$ cat src/rtl/tconv_pkg.sv
// Shared definitions for the transposed-convolution operand fetch block:
// FSM encoding, default geometry and the derived sample/weight counts.
package tconv_pkg;

  typedef enum logic [1:0] {
    ST_IDLE  = 2'd0,
    ST_RUN   = 2'd1,
    ST_DRAIN = 2'd2
  } state_t;

  localparam int KERNEL_SIZE_DEF = 4;
  localparam int IFM_SIZE_DEF    = 9;
  localparam int PAD_DEF         = 2;
  localparam int CI_DEF          = 3;
  localparam int CO_DEF          = 4;

  // Width needed to hold values 0..count-1, never less than one bit.
  function automatic int ptr_width(input int count);
    return (count <= 1) ? 1 : $clog2(count);
  endfunction

  localparam int IFM_ACT   = IFM_SIZE_DEF - 2 * PAD_DEF;
  localparam int IFM_TOTAL = CI_DEF * IFM_ACT * IFM_ACT;
  localparam int WGT_TOTAL = CO_DEF * CI_DEF * KERNEL_SIZE_DEF * KERNEL_SIZE_DEF;
  localparam int IFM_PTR_W = ptr_width(IFM_TOTAL);
  localparam int WGT_PTR_W = ptr_width(WGT_TOTAL + 1);
  localparam int FILT_W    = ptr_width(CO_DEF + 1);

endpackage

$ cat src/rtl/tconv_rd_pipe.sv
// Two-stage read pipe: stage 1 shadows the SRAM access, stage 2 registers the
// sample, substituting zero for slots tagged as padding or suppressed reads.
module tconv_rd_pipe #(
  parameter int DATA_WIDTH = 8
) (
  input  logic                  clk1,
  input  logic                  rst_n,
  input  logic                  req,
  input  logic                  zero,
  input  logic [DATA_WIDTH-1:0] mem_rdata,
  output logic [DATA_WIDTH-1:0] data,
  output logic                  valid
);

  logic s1_valid_reg;
  logic s1_zero_reg;

  always_ff @(posedge clk1 or negedge rst_n) begin
    if (!rst_n) begin
      s1_valid_reg <= 1'b0;
      s1_zero_reg  <= 1'b0;
      valid        <= 1'b0;
      data         <= '0;
    end else begin
      s1_valid_reg <= req;
      s1_zero_reg  <= zero;
      valid        <= s1_valid_reg;
      // SRAM data is only meaningful in the cycle after the access
      if (s1_valid_reg) begin
        data <= s1_zero_reg ? '0 : mem_rdata;
      end
    end
  end

endmodule

$ cat src/rtl/tconv_fetch.sv
// Operand fetch responder: turns controller strobes into auto-incrementing SRAM
// reads and returns IFM / weight samples two cycles later with zero padding.
module tconv_fetch
  import tconv_pkg::*;
#(
  parameter int KERNEL_SIZE = KERNEL_SIZE_DEF,
  parameter int IFM_SIZE    = IFM_SIZE_DEF,
  parameter int PAD         = PAD_DEF,
  parameter int CI          = CI_DEF,
  parameter int CO          = CO_DEF,
  parameter int DATA_WIDTH  = 8,
  parameter int ADDR_WIDTH  = 16,
  parameter int IFM_BASE    = 0,
  parameter int WGT_BASE    = 0
) (
  input  logic                  clk1,
  input  logic                  rst_n,
  input  logic                  start_conv,
  input  logic                  end_conv,
  input  logic                  set_ifm,
  input  logic                  ifm_read,
  input  logic                  wgt_read,
  output logic                  ifm_mem_re,
  output logic [ADDR_WIDTH-1:0] ifm_mem_addr,
  input  logic [DATA_WIDTH-1:0] ifm_mem_rdata,
  output logic                  wgt_mem_re,
  output logic [ADDR_WIDTH-1:0] wgt_mem_addr,
  input  logic [DATA_WIDTH-1:0] wgt_mem_rdata,
  output logic [DATA_WIDTH-1:0] ifm_data,
  output logic                  ifm_valid,
  output logic [DATA_WIDTH-1:0] wgt_data,
  output logic                  wgt_valid,
  output logic                  busy,
  output logic                  done,
  output logic                  error
);

  localparam int ACT_SIDE = IFM_SIZE - 2 * PAD;
  localparam int IFM_CNT  = CI * ACT_SIDE * ACT_SIDE;
  localparam int WGT_CNT  = CO * CI * KERNEL_SIZE * KERNEL_SIZE;
  localparam int IPTR_W   = ptr_width(IFM_CNT);
  localparam int WPTR_W   = ptr_width(WGT_CNT + 1);
  localparam int FCNT_W   = ptr_width(CO + 1);

  state_t state_reg, state_next;
  logic drain_reg, drain_next;
  logic done_reg, done_next;
  logic error_reg;
  logic [IPTR_W-1:0] ifm_ptr_reg;
  logic [WPTR_W-1:0] wgt_ptr_reg;
  logic [FCNT_W-1:0] filt_cnt_reg;

  logic run, accept, ifm_slot, ifm_exhausted;
  logic ifm_fetch, ifm_overrun, wgt_fetch, wgt_overrun;

  assign run           = (state_reg == ST_RUN);
  assign accept        = (state_reg == ST_IDLE) && start_conv;
  assign ifm_slot      = run && set_ifm;
  assign ifm_exhausted = (filt_cnt_reg == FCNT_W'(CO));
  assign ifm_fetch     = ifm_slot && ifm_read && !ifm_exhausted;
  assign ifm_overrun   = ifm_slot && ifm_read && ifm_exhausted;
  assign wgt_fetch     = run && wgt_read && (wgt_ptr_reg != WPTR_W'(WGT_CNT));
  assign wgt_overrun   = run && wgt_read && (wgt_ptr_reg == WPTR_W'(WGT_CNT));

  // Addresses are driven combinationally so the SRAM samples them in the strobe cycle.
  assign ifm_mem_re   = ifm_fetch;
  assign ifm_mem_addr = ifm_fetch ? ADDR_WIDTH'(IFM_BASE) + ADDR_WIDTH'(ifm_ptr_reg) : '0;
  assign wgt_mem_re   = wgt_fetch;
  assign wgt_mem_addr = wgt_fetch ? ADDR_WIDTH'(WGT_BASE) + ADDR_WIDTH'(wgt_ptr_reg) : '0;

  assign busy  = (state_reg != ST_IDLE);
  assign done  = done_reg;
  assign error = error_reg;

  always_comb begin
    state_next = state_reg;
    drain_next = drain_reg;
    done_next  = 1'b0;
    case (state_reg)
      ST_IDLE: begin
        if (start_conv) state_next = ST_RUN;
      end
      ST_RUN: begin
        if (end_conv) begin
          state_next = ST_DRAIN;
          drain_next = 1'b0;
        end
      end
      ST_DRAIN: begin
        if (drain_reg) begin
          state_next = ST_IDLE;
          done_next  = 1'b1;
        end else begin
          drain_next = 1'b1;
        end
      end
      default: state_next = ST_IDLE;
    endcase
  end

  always_ff @(posedge clk1 or negedge rst_n) begin
    if (!rst_n) begin
      state_reg <= ST_IDLE;
      drain_reg <= 1'b0;
      done_reg  <= 1'b0;
    end else begin
      state_reg <= state_next;
      drain_reg <= drain_next;
      done_reg  <= done_next;
    end
  end

  always_ff @(posedge clk1 or negedge rst_n) begin
    if (!rst_n) begin
      ifm_ptr_reg  <= '0;
      wgt_ptr_reg  <= '0;
      filt_cnt_reg <= '0;
      error_reg    <= 1'b0;
    end else if (accept) begin
      ifm_ptr_reg  <= '0;
      wgt_ptr_reg  <= '0;
      filt_cnt_reg <= '0;
      error_reg    <= 1'b0;
    end else begin
      // Each filter re-reads every active IFM channel, so the pointer wraps per filter
      if (ifm_fetch) begin
        if (ifm_ptr_reg == IPTR_W'(IFM_CNT - 1)) begin
          ifm_ptr_reg  <= '0;
          filt_cnt_reg <= filt_cnt_reg + 1'b1;
        end else begin
          ifm_ptr_reg <= ifm_ptr_reg + 1'b1;
        end
      end
      if (wgt_fetch) wgt_ptr_reg <= wgt_ptr_reg + 1'b1;
      if (ifm_overrun || wgt_overrun) error_reg <= 1'b1;
    end
  end

  tconv_rd_pipe #(.DATA_WIDTH(DATA_WIDTH)) u_ifm_pipe (
    .clk1      (clk1),
    .rst_n     (rst_n),
    .req       (ifm_slot),
    .zero      (!ifm_fetch),
    .mem_rdata (ifm_mem_rdata),
    .data      (ifm_data),
    .valid     (ifm_valid)
  );

  tconv_rd_pipe #(.DATA_WIDTH(DATA_WIDTH)) u_wgt_pipe (
    .clk1      (clk1),
    .rst_n     (rst_n),
    .req       (wgt_fetch),
    .zero      (1'b0),
    .mem_rdata (wgt_mem_rdata),
    .data      (wgt_data),
    .valid     (wgt_valid)
  );

endmodule
$ cat config.mk
export PLATFORM = sky130hd
export DESIGN_NAME = tconv_fetch
export DESIGN_NICKNAME = d
export VERILOG_FILES = /design/src/rtl/tconv_pkg.sv /design/src/rtl/tconv_rd_pipe.sv /design/src/rtl/tconv_fetch.sv
export SDC_FILE = /design/constraint.sdc
export NUM_CORES = 1
export LEC_CHECK = 0
export ABC_AREA = 1
export CAP_MARGIN = 10
export CELL_PAD_IN_SITES_DETAIL_PLACEMENT = 0
export CELL_PAD_IN_SITES_GLOBAL_PLACEMENT = 1
export CORE_ASPECT_RATIO = 0.7
export CORE_MARGIN = 4
export CORE_UTILIZATION = 37
export DETAILED_ROUTE_END_ITERATION = 10
export PLACE_DENSITY_LB_ADDON = 0.08
export SETUP_SLACK_MARGIN = 0.1
export SLEW_MARGIN = 10
export SYNTH_ARGS = -nofsm -noshare
export SYNTH_HDL_FRONTEND = slang
export SYNTH_SLANG_ARGS = --single-unit
$ cat constraint.sdc
create_clock -name clk1 -period 3.7 [get_ports clk1]
set_clock_uncertainty 0.2 [all_clocks]
set_input_delay 0.37 -clock clk1 [delete_from_list [all_inputs] [get_ports clk1]]
set_output_delay 0.37 -clock clk1 [all_outputs]
set_load 0.01 [all_outputs]
==> out/qor.yml, run 1 <==
grtUsageTotal_pct: 14.0
wl_per_cell_um: 12.4
synthTopCellsByArea: "dfrtp_1, nand2_1, buf_4, inv_1, nor2_4"
min_path_type: "in -> async"
yosysSeqAreaShare_pct: 44.6
peakVddDrop_mv: 0.285
clk_latency_ns: 0.29
final_hold_viol_count: 0
synth_edf_count: 0
clkTransAtPathRegs_ns: 0.09
grt_pass1_wl_um: 9160
synth_cell_types: 28
n_antenna_cell: 0
ys_seq_elements: 44
vias: 1860
drv_slew: 0
rsz0062_at_grt: "false"
end_kind: "output port"
portBuffers: 60
worstPathArrival_ns: 2.28
final_nets: 372
dieArea_sq_mm: 0.00806
drive_above_1_share_pct: 13.7
yosys.area.top_type_share_pct: 44.6
area_growth_pct: 28.4
crit_fanout: 12
htree_levels: 2
outcome: "complete, no violations"
fp.dieH_um: 76.3
clock-sinks: 44
drc: 0
grt_pass1_vias: 1837
worstSetupPathType: "reg -> out"
maxSlewHeadroom_pct: 33.8
drt-pass1-iter-count: 4
fmax_ghz: 0.351
drt_iter0_drc: 127
cts_hold_buffers: 0
yosys_warnings: 0
holdWs_ns: 0.0243
setup_tns_ns: 0
crit_required_ns: 3.13
place_hpwl_um: 4070
avgSynthCellArea_sq_um: 8.72
maxCapViolations: 0
cts_root_buffer: "clkbuf_8"
grt_max_degree: 45
worst_pin_slew_ns: 0.993
cts_tree: "yes"
setup_violations: 0
num-fill-cells: 626
start_util_pct: 38.9
io_pins: 78
power_density_mw_per_mm2: 542
netlist_instances: 283
numCtsBuffers: 5
synth_area_sq_mm: 0.00247
min_period_ns: 2.85
async_flop_share_pct: 100
die_w_um: 106
via_per_inst: 4.28
synth_top_area_cell: "dfrtp_1"
gp_congestion: 0.746
antenna_found_initial: 0
coreArea_sq_mm: 0.00634
cts_setup_buffers: 0
cp-start-kind: "flip-flop"
fin_crit_sh_pct: 77.0
leakagePower_nw: 1.44
grt_remaining_overflow: 0
cts.path.max_buffers: 2
synth-main-ff-cell: "dfrtp_1"
drt_wl_total_um: 5400
ant_nets: 0
row_count: 24
cts_resized: 0
[worst max-delay path, cell delays in order, from the launching register on]
cell	delay (ns)
dfrtp_1	0.40
inv_1	0.13
ha_1	0.21
nand2_1	0.07
nor2_2	0.06
nor2_4	0.36
inv_8	0.12
nor2_4	0.09
clkdlybuf4s50_1	0.54
[where the power goes]
part | leakage, nW | switching, mW | internal [mW]
Combinational | 0.803 | 0.341 | 0.304
Sequential | 0.582 | 0.0984 | 0.599
Clock | 0.0548 | 0.173 | 0.204
Total | 1.44 | 0.612 | 1.11
[cells in the final DEF, fill, tap and decap left out, types with 3 or more instances in the layout]
cell type,count
nor2_1,21
nand3_1,24
nor2_2,5
o21ai_0,14
ha_1,6
dfrtp_1,44
nand3_2,4
clkbuf_8,5
inv_1,36
nand2_1,57
inv_2,3
nand4_1,7
nor2_4,11
xor2_1,5
clkdlybuf4s50_1,59
nand2_2,4
mux2_2,8
conb_1,17
[cell type report]
type / count / area (sq um) / share of cell area (%)
clock buffer: 5 / 68.8 / 2.17
clock inverter: 3 / 46.3 / 1.46
inverter: 40 / 158 / 4.97
multi-input combinational: 191 / 1080 / 34.0
sequential: 44 / 1100 / 34.7
tap: 91 / 114 / 3.59
timing repair buffer: 61 / 603 / 19.0
[kinds of logic (layout without fill, tap and decap cells)]
kind of cell,after synthesis,in the layout,synth area share (%)
buffers and inverters,64,109,14.1
adders and majority gates,6,6,3.04
DFF,44,44,44.6
other,1,17,0.152
muxes,8,8,3.65
AOI/OAI and AO/OA,17,17,3.45
xor gates and xnor gates,6,6,2.13
and+or+nand+nor,137,137,28.9
[cells in the mapped netlist, types with 2 or more instances]
master,number
nand2_1,57
dfrtp_1,44
inv_1,36
nand3_1,24
nor2_1,21
buf_4,18
o21ai_0,14
nor2_4,11
mux2_2,8
nand4_1,7
ha_1,6
nor2_2,5
xor2_1,5
nand2_2,4
nand3_2,4
inv_2,3
buf_6,2
clkbuf_1,2
nor3_1,2
o21ai_1,2
[routing by layer]
metal	track usage (%)	wire (um)	part of all wire (%)
met2	19.1	2010	37
met1	21.8	3020	56
met5	0	0	0
met4	2.33	17	0.31
met3	4.32	357	6.6
[per-stage QoR]
stage	setup slack [ns]	power, mW	area, sq um	std cells	utilization [%]
floorplan	1.85	1.09	2530	299	-
global placement	1.04	1.36	3050	427	48.2
detailed placement	1.04	1.36	3050	427	48.2
CTS	0.814	1.75	3170	435	50.0
global route	0.683	1.84	3170	435	50.0
finish	0.851	1.72	3170	435	50.0
[final timing paths]
| check | start | endpoint | slack [ns] | cells after the start |
|---|---|---|---|---|
| max in group asynchronous | rst_n | u_ifm_pipe.data[7] | 2.65 | 1 |
| hold / removal | rst_n | ifm_ptr_reg[0] | 0.02 | 1 |
| min in group clk1 | drain_reg | drain_reg | 0.30 | 2 |
| setup reg to reg | wgt_ptr_reg[0] | wgt_ptr_reg[3] | 1.91 | 8 |
| hold reg to reg | drain_reg | drain_reg | 0.30 | 2 |
| setup / recovery | wgt_ptr_reg[0] | wgt_mem_addr[7] | 0.85 | 8 |
No activity file was read; power rests on OpenSTA's default activity.
==> run 2, diff against run 1 <==
- CORE_UTILIZATION: 37 -> 31
- clock period: 3.7 -> 2.5 ns (I/O delays scaled with it)
==> run 2 against run 1 <==
  * First-iteration DRC count is the same
  * Utilization shrank 5.4 points
  * Via count grew 3.1%
  * Final cell count grew 5.3%
  * Die area grew 18%
  * Count of clock-buffer cells in the layout is the same
  * Total power grew 65%
  * Design area grew 5.8%
  * Clock power grew 100%
  * Register-to-register slack lost 1.2 ns
  * Wire length grew 3.8%
  * Worst hold slack gained 0.28 ns
  * Critical path type unchanged
==> out/qor.yml, run 2 (synthesized netlist as in run 1, its figures left out) <==
outcome: "complete, no violations"
final_hold_viol_count: 0  # unchanged
grt_pass1_vias: 1803  # -1.9%
peakVddDrop_mv: 0.416  # +46%
max_stage_delay_ns: 0.47  # -0.07 ns
fp.dieH_um: 82.6  # +8.3%
worst_pin_slew_ns: 0.584  # -0.409 ns
drt_iter0_drc: 127  # unchanged
grt_pass1_wl_um: 9250  # +0.97%
min_period_ns: 2.31
antenna_found_initial: 0  # unchanged
start_util_pct: 32.8  # -6.1 points
drt-pass1-iter-count: 5  # +1
crit_path_end: "wgt_mem_re"
drt_wl_total_um: 5610  # +3.8%
power.switching_uw: 949  # +55%
numCtsBuffers: 5  # unchanged
portBuffers: 60  # unchanged
dieArea_sq_mm: 0.00947  # +18%
power_density_mw_per_mm2: 843  # +55%
crit_fanout: 4  # -8
final_nets: 388  # +4.3%
grtUsageTotal_pct: 12.6  # -1.4 points
seqPwrFrac_pct: 36.0  # -4.6 points
r2r-start: "wgt_ptr_reg[1]"
crit_start: "wgt_ptr_reg[1]"
setup_violations: 0  # unchanged
setup_tns_ns: 0  # unchanged
area_growth_pct: 36.0
cp_cell_sequence: "inv_1 -> ha_1 -> nand2_1 -> nor2_2 -> nor2_4 -> buf_4 -> clkdlybuf4s50_1"
maxSlewHeadroom_pct: 61.1  # +27 points
drive_above_1_share_pct: 17.8  # +4.1 points
fmax_ghz: 0.433
cts_tree: "yes"
combPwrFrac_pct: 37.1  # -0.4 points
maxCapViolations: 0  # unchanged
drc: 0  # unchanged
swShare_pct: 33.6  # -2.1 points
worstPathArrival_ns: 1.86  # -0.42 ns
fin_util_pct: 44.6  # -5.4 points
cp-start-kind: "flip-flop"
slowest_stage: "clkdlybuf4s50_1"
n_antenna_cell: 0  # unchanged
layout_commonest_cell: "nand2_1"
htree_levels: 2  # unchanged
clkTransAtPathRegs_ns: 0.06  # -0.03 ns
final_area_sq_mm: 0.00335  # +5.8%
gp_congestion: 0.737  # -1.3%
cts_root_buffer: "clkbuf_16"
clkPwrFrac_pct: 26.8  # +4.9 points
row_count: 26  # +8.3%
r2r_slack_ns: 0.76  # -1.15 ns
worstRegToRegCells: 9  # +1
grt_max_degree: 45  # unchanged
power.internal_mw: 1.88  # +70%
min_path_type: "reg -> reg"
holdWs_ns: 0.305  # +0.280 ns
fin_crit_sh_pct: 92.3
vias: 1917  # +3.1%
via_per_inst: 4.19  # -2.1%
grt_remaining_overflow: 0  # unchanged
wl_per_cell_um: 12.2  # -1.4%
rsz0062_at_grt: "false"
drv_slew: 0  # unchanged
io_pins: 78  # unchanged
clk_latency_ns: 0.28  # about the same
place_hpwl_um: 4140  # +1.8%
clock-sinks: 44  # unchanged
cts.path.max_buffers: 2  # unchanged
timing.rr.end: "wgt_ptr_reg[7]"
final_cell_mix: "nand2_1, clkdlybuf4s50_1, dfrtp_1"
ant_nets: 0  # unchanged
crit_required_ns: 2.05  # -1.08 ns
end_kind: "output port"
coreArea_sq_mm: 0.00751  # +19%
die_w_um: 115  # +8.5%
dpl_cell_area_sq_mm: 0.00312  # +2.3%
worstSetupPathType: "reg -> out"
leakagePower_nw: 1.63  # +13%
run 2: cell count changes in the layout (fill, tap and decap cells not counted), sizes merged:
cell and delta:
clkinvlp -1, buf +15, inv -1, dlymetal6s2s +2, clkdlybuf4s50 -11, dlygate4sd3 +1, clkinv +2, dlygate4sd2 +9
run 2: worst min-delay path by stage:
| stage | start | end | slack [ns] | cells past startpoint |
|---|---|---|---|---|
| after floorplan | rst_n | done | -0.25 | 0 |
| after global placement | rst_n | ifm_ptr_reg[3] | 0.19 | 2 |
| after detailed placement | rst_n | ifm_ptr_reg[3] | 0.19 | 2 |
| after CTS | filt_cnt_reg[1] | filt_cnt_reg[1] | 0.31 | 2 |
| after global routing | u_wgt_pipe.data[4] | u_wgt_pipe.data[4] | 0.33 | 1 |
| final | drain_reg | drain_reg | 0.30 | 2 |
run 2: power groups by stage:
stage	Combinational, mW	Sequential (mW)	Clock (mW)
after floorplan	0.556	1.06	0
after global placement	1.03	1.04	0
after detailed placement	1.02	1.04	0
after CTS	1.05	1.02	0.792
after global routing	1.16	1.05	0.812
final	1.05	1.02	0.759
run 2: final cells by class:
class,instances,area (sq um)
Tap cell,98,123
Sequential cell,44,1100
Inverter,40,158
Fill cell,768,4160
Timing Repair Buffer,77,719
Multi-Input combinational cell,191,1080
Clock inverter,3,47.5
Clock buffer,5,125
run 2: metal layers:
metal  global-route usage, %  vias up  wire (um)
met5                       0        -          0
met4                    3.56        0         53
met3                    3.64        5        425
met2                    16.7       64       2000
met1                    19.3      840       3130
li1                        -     1008          -
run 2: worst max-delay path: cells and delay by family (launching register included):
family / cells / cell delay, ns
flops: 1 / 0.38
fa+ha+maj: 1 / 0.16
simple gates: 3 / 0.31
buf+inv: 3 / 0.72
run 2: stage by stage:
stage               setup slack [ns]  power, mW  instances
floorplan                      0.772       1.62        299
global placement               0.231       2.06        442
detailed placement             0.212       2.06        442
CTS                            0.102       2.87        454
global route                   0.112       3.03        458
finish                         0.192       2.83        458
run 2: what timing repair did:
action | in CTS | in global routing
setup endpoints to repair | 9 | 7
pin swaps | 1 | 1
hold buffers | 1 | 0
cloned | 0 | 0
endpoints found under the hold margin | 44 | 0
setup buffers | 3 | 4
gates resized for setup | 9 | 4
==> RTL edit 1, RTL diff (settings of run 2) <==
One comparison of `filt_cnt_reg` changes from == to >=.
--- a/src/rtl/tconv_fetch.sv
+++ b/src/rtl/tconv_fetch.sv
@@ -57,5 +57,5 @@
   assign accept        = (state_reg == ST_IDLE) && start_conv;
   assign ifm_slot      = run && set_ifm;
-  assign ifm_exhausted = (filt_cnt_reg == FCNT_W'(CO));
+  assign ifm_exhausted = (filt_cnt_reg >= FCNT_W'(CO));
   assign ifm_fetch     = ifm_slot && ifm_read && !ifm_exhausted;
   assign ifm_overrun   = ifm_slot && ifm_read && ifm_exhausted;
Behaviour: same outputs for any inputs over 10 cycles, from zero or initial values and one cycle with rst_n low; that may be too few to reach the edited logic, so the function may still have changed.
==> RTL edit 1 against run 2 <==
Power shrank 9.4%; clock power is 24% lower; area after synthesis fell by 3.5%; maximum frequency grew 4.9%; utilization down 1.4 points; synthesized cell count increased by 1.1%; sequential cell count unchanged; die area shrank 3.2%; register-to-register slack worse by 30 ps; setup slack gained 110 ps; cell area is 4.9% lower; routed wire length grew 3.4%; combinational power shrank 8%; critical path type unchanged; critical endpoint is now ifm_mem_re; largest cell class unchanged.
==> RTL edit 1: results (changes against run 2) <==
[run_status]
outcome=finished clean

[global_routing]
first_pass_grt_wire_length_um=9522  ; +2.9%
grtUsageTotal_pct=13.25  ; +0.67 points
first_global_vias=1835  ; +1.8%
grt_start_max_net_pins=23  ; -49%
grt_antenna_before_repair=0  ; unchanged

[min_path]
hp-class=in2async

[synthesis]
number_of_distinct_standard_cells_referenced_by_the_synthesized_netlist=26  ; -7.1%
ys.warnings.count=0  ; unchanged
synth.yosys.seq_area_share_pct=46.24  ; +1.6 points
synthTopCellsByArea=sky130_fd_sc_hd__dfrtp_1 46%, sky130_fd_sc_hd__nand2_1 9.9%, sky130_fd_sc_hd__inv_1 6.0%
synthArstFlopShare_pct=100.0  ; unchanged
synth_commonest_cells=63 x sky130_fd_sc_hd__nand2_1, 44 x sky130_fd_sc_hd__dfrtp_1, 38 x sky130_fd_sc_hd__inv_1
ys.flop_type=sky130_fd_sc_hd__dfrtp_1

[placed_design]
port_buffers=60  ; unchanged
dp.final_hpwl_um=4332  ; +4.6%
postPlaceCellArea_mm2=0.003035  ; -2.8%
globalplace.congestion=0.7256  ; -1.5%

[cts]
cts_htree_levels=2  ; unchanged
cts_buffers=5  ; unchanged
clkTransAtPathRegs_ps=100  ; +40 ps
ctsRootBufferMaster=sky130_fd_sc_hd__clkbuf_8
clock_tree_from_tritoncts=yes
insertion_delay_of_the_later_clocked_pin_in_the_worst_skew_pair_ps=310  ; +30 ps
cts.path.max_buffers=2  ; unchanged

[worst_setup_path]
worst_ep_arrival_time_ps=1750  ; -110 ps
worstPathMaxFanout=6  ; +2

[detailed_routing]
dr_total_vias=1962  ; +2.3%
detail_route.iter0.violations=89  ; -30%
firstDrtPassIters=4  ; -1
wl_per_cell_um=12.74  ; +4.1%

[cells_and_area]
insertedDiodeCount=0  ; unchanged
final_nets=385  ; -0.77%
drive_gt1_share_pct=11.76  ; -6.0 points

[timing]
worst-slew-pin-transition_ps=537.3  ; -46.72 ps

[pwr]
vdd.ir_drop.worst_mv=0.3303  ; -21%
cellLeakagePower_nw=1.617  ; -0.77%

[RTL edit 1: through the flow]
step                      worst slack [ps]  util [%]  instances  hold WS [ps]
after floorplan                      814.3         -        302        -245.6
after global placement               269.8     41.10        442         52.97
after detailed placement             257.7     41.10        442         65.51
after CTS                            80.69     43.04        455         259.0
after global routing                 176.3     43.21        455         317.3
final                                301.0     43.21        455         259.8
[RTL edit 1: final cells by class]
cell class | instances | area (um^2)
Inverter | 42 | 160.2
Clock buffer | 5 | 68.82
Fill cell | 781 | 4194
Tap cell | 98 | 122.6
Sequential cell | 44 | 1101
Timing Repair Buffer | 70 | 671.9
Multi-Input combinational cell | 193 | 1018
Clock inverter | 3 | 47.55
[RTL edit 1: path summary, 6_finish.rpt]
check                           cells after the start                       to  slack (ps)           start
worst min register to register                      2                drain_reg         310       drain_reg
min in group clk1                                   2                drain_reg         310       drain_reg
worst max-delay path                                4               ifm_mem_re         300    state_reg[1]
worst max register to register                      9           wgt_ptr_reg[7]         730  wgt_ptr_reg[0]
worst min-delay path                                2  u_ifm_pipe.s1_valid_reg         260           rst_n
max in group asynchronous                           3           wgt_ptr_reg[0]        1250           rst_n
[RTL edit 1: per-layer routing]
layer  track usage (%)  vias to the layer above  share of wire [%]
met1             19.53                      906                 53
met3             3.500                        8                5.8
li1                  -                      995                  -
met5                 0                        -                  0
met2             18.68                       53                 41
met4             4.322                        0                1.2
[RTL edit 1: cells by family (layout without fill, tap and decap cells)]
logic type	count (synthesis)	count (layout)	share of synthesized area [%]
AND/OR/NAND/NOR	140	140	27.75
buffers and inverters	65	120	13.51
flip-flops	44	44	46.24
AO/OA/AOI/OAI	17	17	3.573
multiplexers	8	8	3.784
adder cells (fa/ha/maj)	6	6	3.153
XOR/XNOR	5	5	1.839
other	1	17	0.1575
[RTL edit 1: what timing repair did]
item	4_1_cts	5_1_grt
pin swaps	1	0
gates resized for setup	11	5
hold buffers	1	0
buffers inserted	4	0
hold endpoints to repair	20	0
endpoints found under the setup margin	13	5
[RTL edit 1: where the power goes]
group,internal [mW],switching (mW)
combinational,0.471,0.494
clock,0.301,0.274
sequential,0.886,0.136
[RTL edit 1: critical path, cell delays in order (launching register included)]
cell and delay [ps]:
sky130_fd_sc_hd__dfrtp_1 430, sky130_fd_sc_hd__inv_2 140, sky130_fd_sc_hd__nand4_1 160, sky130_fd_sc_hd__nor2_4 150, sky130_fd_sc_hd__clkdlybuf4s50_1 560
==> RTL edit 2, RTL diff (settings of run 2) <==
Without the edit above. `DATA_WIDTH` is set to 8 in 2 places; all go to 6.
--- a/src/rtl/tconv_rd_pipe.sv
+++ b/src/rtl/tconv_rd_pipe.sv
@@ -2,5 +2,5 @@
 // sample, substituting zero for slots tagged as padding or suppressed reads.
 module tconv_rd_pipe #(
-  parameter int DATA_WIDTH = 8
+  parameter int DATA_WIDTH = 6
 ) (
   input  logic                  clk1,
--- a/src/rtl/tconv_fetch.sv
+++ b/src/rtl/tconv_fetch.sv
@@ -9,5 +9,5 @@
   parameter int CI          = CI_DEF,
   parameter int CO          = CO_DEF,
-  parameter int DATA_WIDTH  = 8,
+  parameter int DATA_WIDTH  = 6,
   parameter int ADDR_WIDTH  = 16,
   parameter int IFM_BASE    = 0,
Ports: changed (resized ifm_data, ifm_mem_rdata, wgt_data and wgt_mem_rdata); port bits go from 78 to 70. The function was not compared with the original's and may differ.
==> RTL edit 2 against run 2 <==
Cell area decreased by 7.8%; sequential power decreased by 11%; power decreased by 18%; first-iteration DRC count decreased by 30%; sequential cell count decreased by 4; area after synthesis decreased by 4.4%; via count decreased by 3.5%; setup slack improved by 22 ps; synthesized cell count decreased by 4.9%; combinational power decreased by 7%; routed wire length decreased by 1.6%.
==> RTL edit 2: results (changes against run 2) <==
[placed_design]
globalplace.congestion=0.7623  ; +3.5%
port_buffers=52  ; -13%
dp.final_hpwl_um=4027  ; -2.8%
placedCellCount=418  ; -5.4%

[pwr]
internal_power_of_the_cells_mw=1.422  ; -24%
vdd.ir_drop.worst_mv=0.3597  ; -14%
cellLeakagePower_nw=1.515  ; -7.0%

[worst_setup_path]
ff2ff_path_depth=10  ; +1
worst_ep_arrival_time_ps=1840  ; -20 ps
startpoint_of_the_lowest_slack_register_to_register_path=wgt_ptr_reg[0]
critical_path.startpoint=filt_cnt_reg[0]
critical_path.max_stage_delay_ps=540  ; +70 ps

[synthesis]
synth_commonest_cells=56 x sky130_fd_sc_hd__nand2_1, 40 x sky130_fd_sc_hd__dfrtp_1, 31 x sky130_fd_sc_hd__inv_1
postSynthCellCount=269  ; -4.9%
number_of_distinct_standard_cells_referenced_by_the_synthesized_netlist=31  ; +11%
synthTopCellsByArea=sky130_fd_sc_hd__dfrtp_1 42%, sky130_fd_sc_hd__nand2_1 8.9%, sky130_fd_sc_hd__buf_4 5.4%
synth.yosys.seq_area_share_pct=42.44  ; -2.2 points
yosys.area.top_type_share_pct=42.44  ; -2.2 points

[detailed_routing]
wl_per_cell_um=12.74  ; +4.1%
detail_route.iter0.violations=89  ; -30%
firstDrtPassIters=4  ; -1
dr_total_vias=1850  ; -3.5%

[cells_and_area]
final_nets=360  ; -7.2%
instances_no_fill=433  ; -5.5%
insertedDiodeCount=0  ; unchanged
filler_cell_count=756  ; -1.6%
drive_gt1_share_pct=19.40  ; +1.6 points

[cts]
cts_htree_levels=2  ; unchanged
clkTransAtPathRegs_ps=90  ; +30 ps
ctsRootBufferMaster=sky130_fd_sc_hd__clkbuf_8

[run_status]
outcome=finished clean

[global_routing]
grt_start_max_net_pins=28  ; -38%
first_pass_grt_wire_length_um=9211  ; -0.44%
first_global_vias=1777  ; -1.4%
grtUsageTotal_pct=12.84  ; +0.26 points

[min_path]
hp-class=in2async

[floorplanning]
core_region_area_mm2=0.007352  ; -2.2%

## RTL edit 2: cell count changes in the layout (fill, tap and decap cells not counted), sizes merged, moves of 2 or more
cell	run 2	this run
inv	40	38
nand3	29	24
mux2	8	6
dlymetal6s2s	2	5
nand2	61	59
nand4	7	11
dfrtp	44	40
buf	17	13
clkdlybuf4s50	48	36
o21ai	16	14
## RTL edit 2: timing repair
item	CTS	global route
setup buffers	5	1
hold endpoints to repair	13	0
pin swaps	2	0
setup endpoints to repair	16	7
hold buffers	1	0
resized for setup	12	7
cloned	1	0
## RTL edit 2: layout make-up
type / instances / share of cell area (%)
multi-input cells: 185 / 36.12
clock buffers: 5 / 2.225
flip-flops and latches: 40 / 32.36
well taps: 98 / 3.964
clock inverters: 2 / 0.4045
repair buffers: 65 / 19.90
inverters: 38 / 5.016
## RTL edit 2: kinds of logic (layout without fill, tap and decap cells)
group | after synthesis | after routing | synth area share, %
AO/OA/AOI/OAI | 16 | 16 | 3.395
XOR/XNOR | 6 | 6 | 2.228
adder cells (fa/ha/maj) | 6 | 6 | 3.183
buffers and inverters | 61 | 110 | 14.06
flip-flops | 40 | 40 | 42.44
multiplexers | 6 | 6 | 2.865
other | 1 | 17 | 0.1590
AND/OR/NAND/NOR | 133 | 134 | 31.67
## RTL edit 2: metal layers
metal  track usage, %  vias up  share of wire [%]
li1                 -      946                  -
met1            18.83      834                 54
met2            18.73       63                 38
met3            3.351        7                6.7
met4            3.241        0                1.1
met5                0        -                  0
## RTL edit 2: power by group through the flow
stage / clock (mW) / combinational, mW / sequential, mW
floorplan: 0 / 0.557 / 0.946
global placement: 0 / 0.935 / 0.929
detailed placement: 0 / 0.932 / 0.935
CTS: 0.448 / 0.991 / 0.912
global route: 0.477 / 1.07 / 0.934
finish: 0.423 / 0.974 / 0.909
## RTL edit 2: final timing paths
path	endpoint	slack [ps]
hold reg to reg	done	290
hold / removal	u_wgt_pipe.data[1]	190
setup / recovery	ifm_mem_addr[1]	210
setup reg to reg	wgt_ptr_reg[7]	550
min in group clk1	done	290
max in group asynchronous	wgt_ptr_reg[7]	1230
## RTL edit 2: per-stage QoR
step           setup WS (ps)  cell area (um^2)
2_1_floorplan          801.1              2419
3_3_place_gp           250.1              2925
3_5_place_dp           233.6              2925
4_1_cts                91.34              3059
5_1_grt                56.86              3093
6_report               214.7              3093
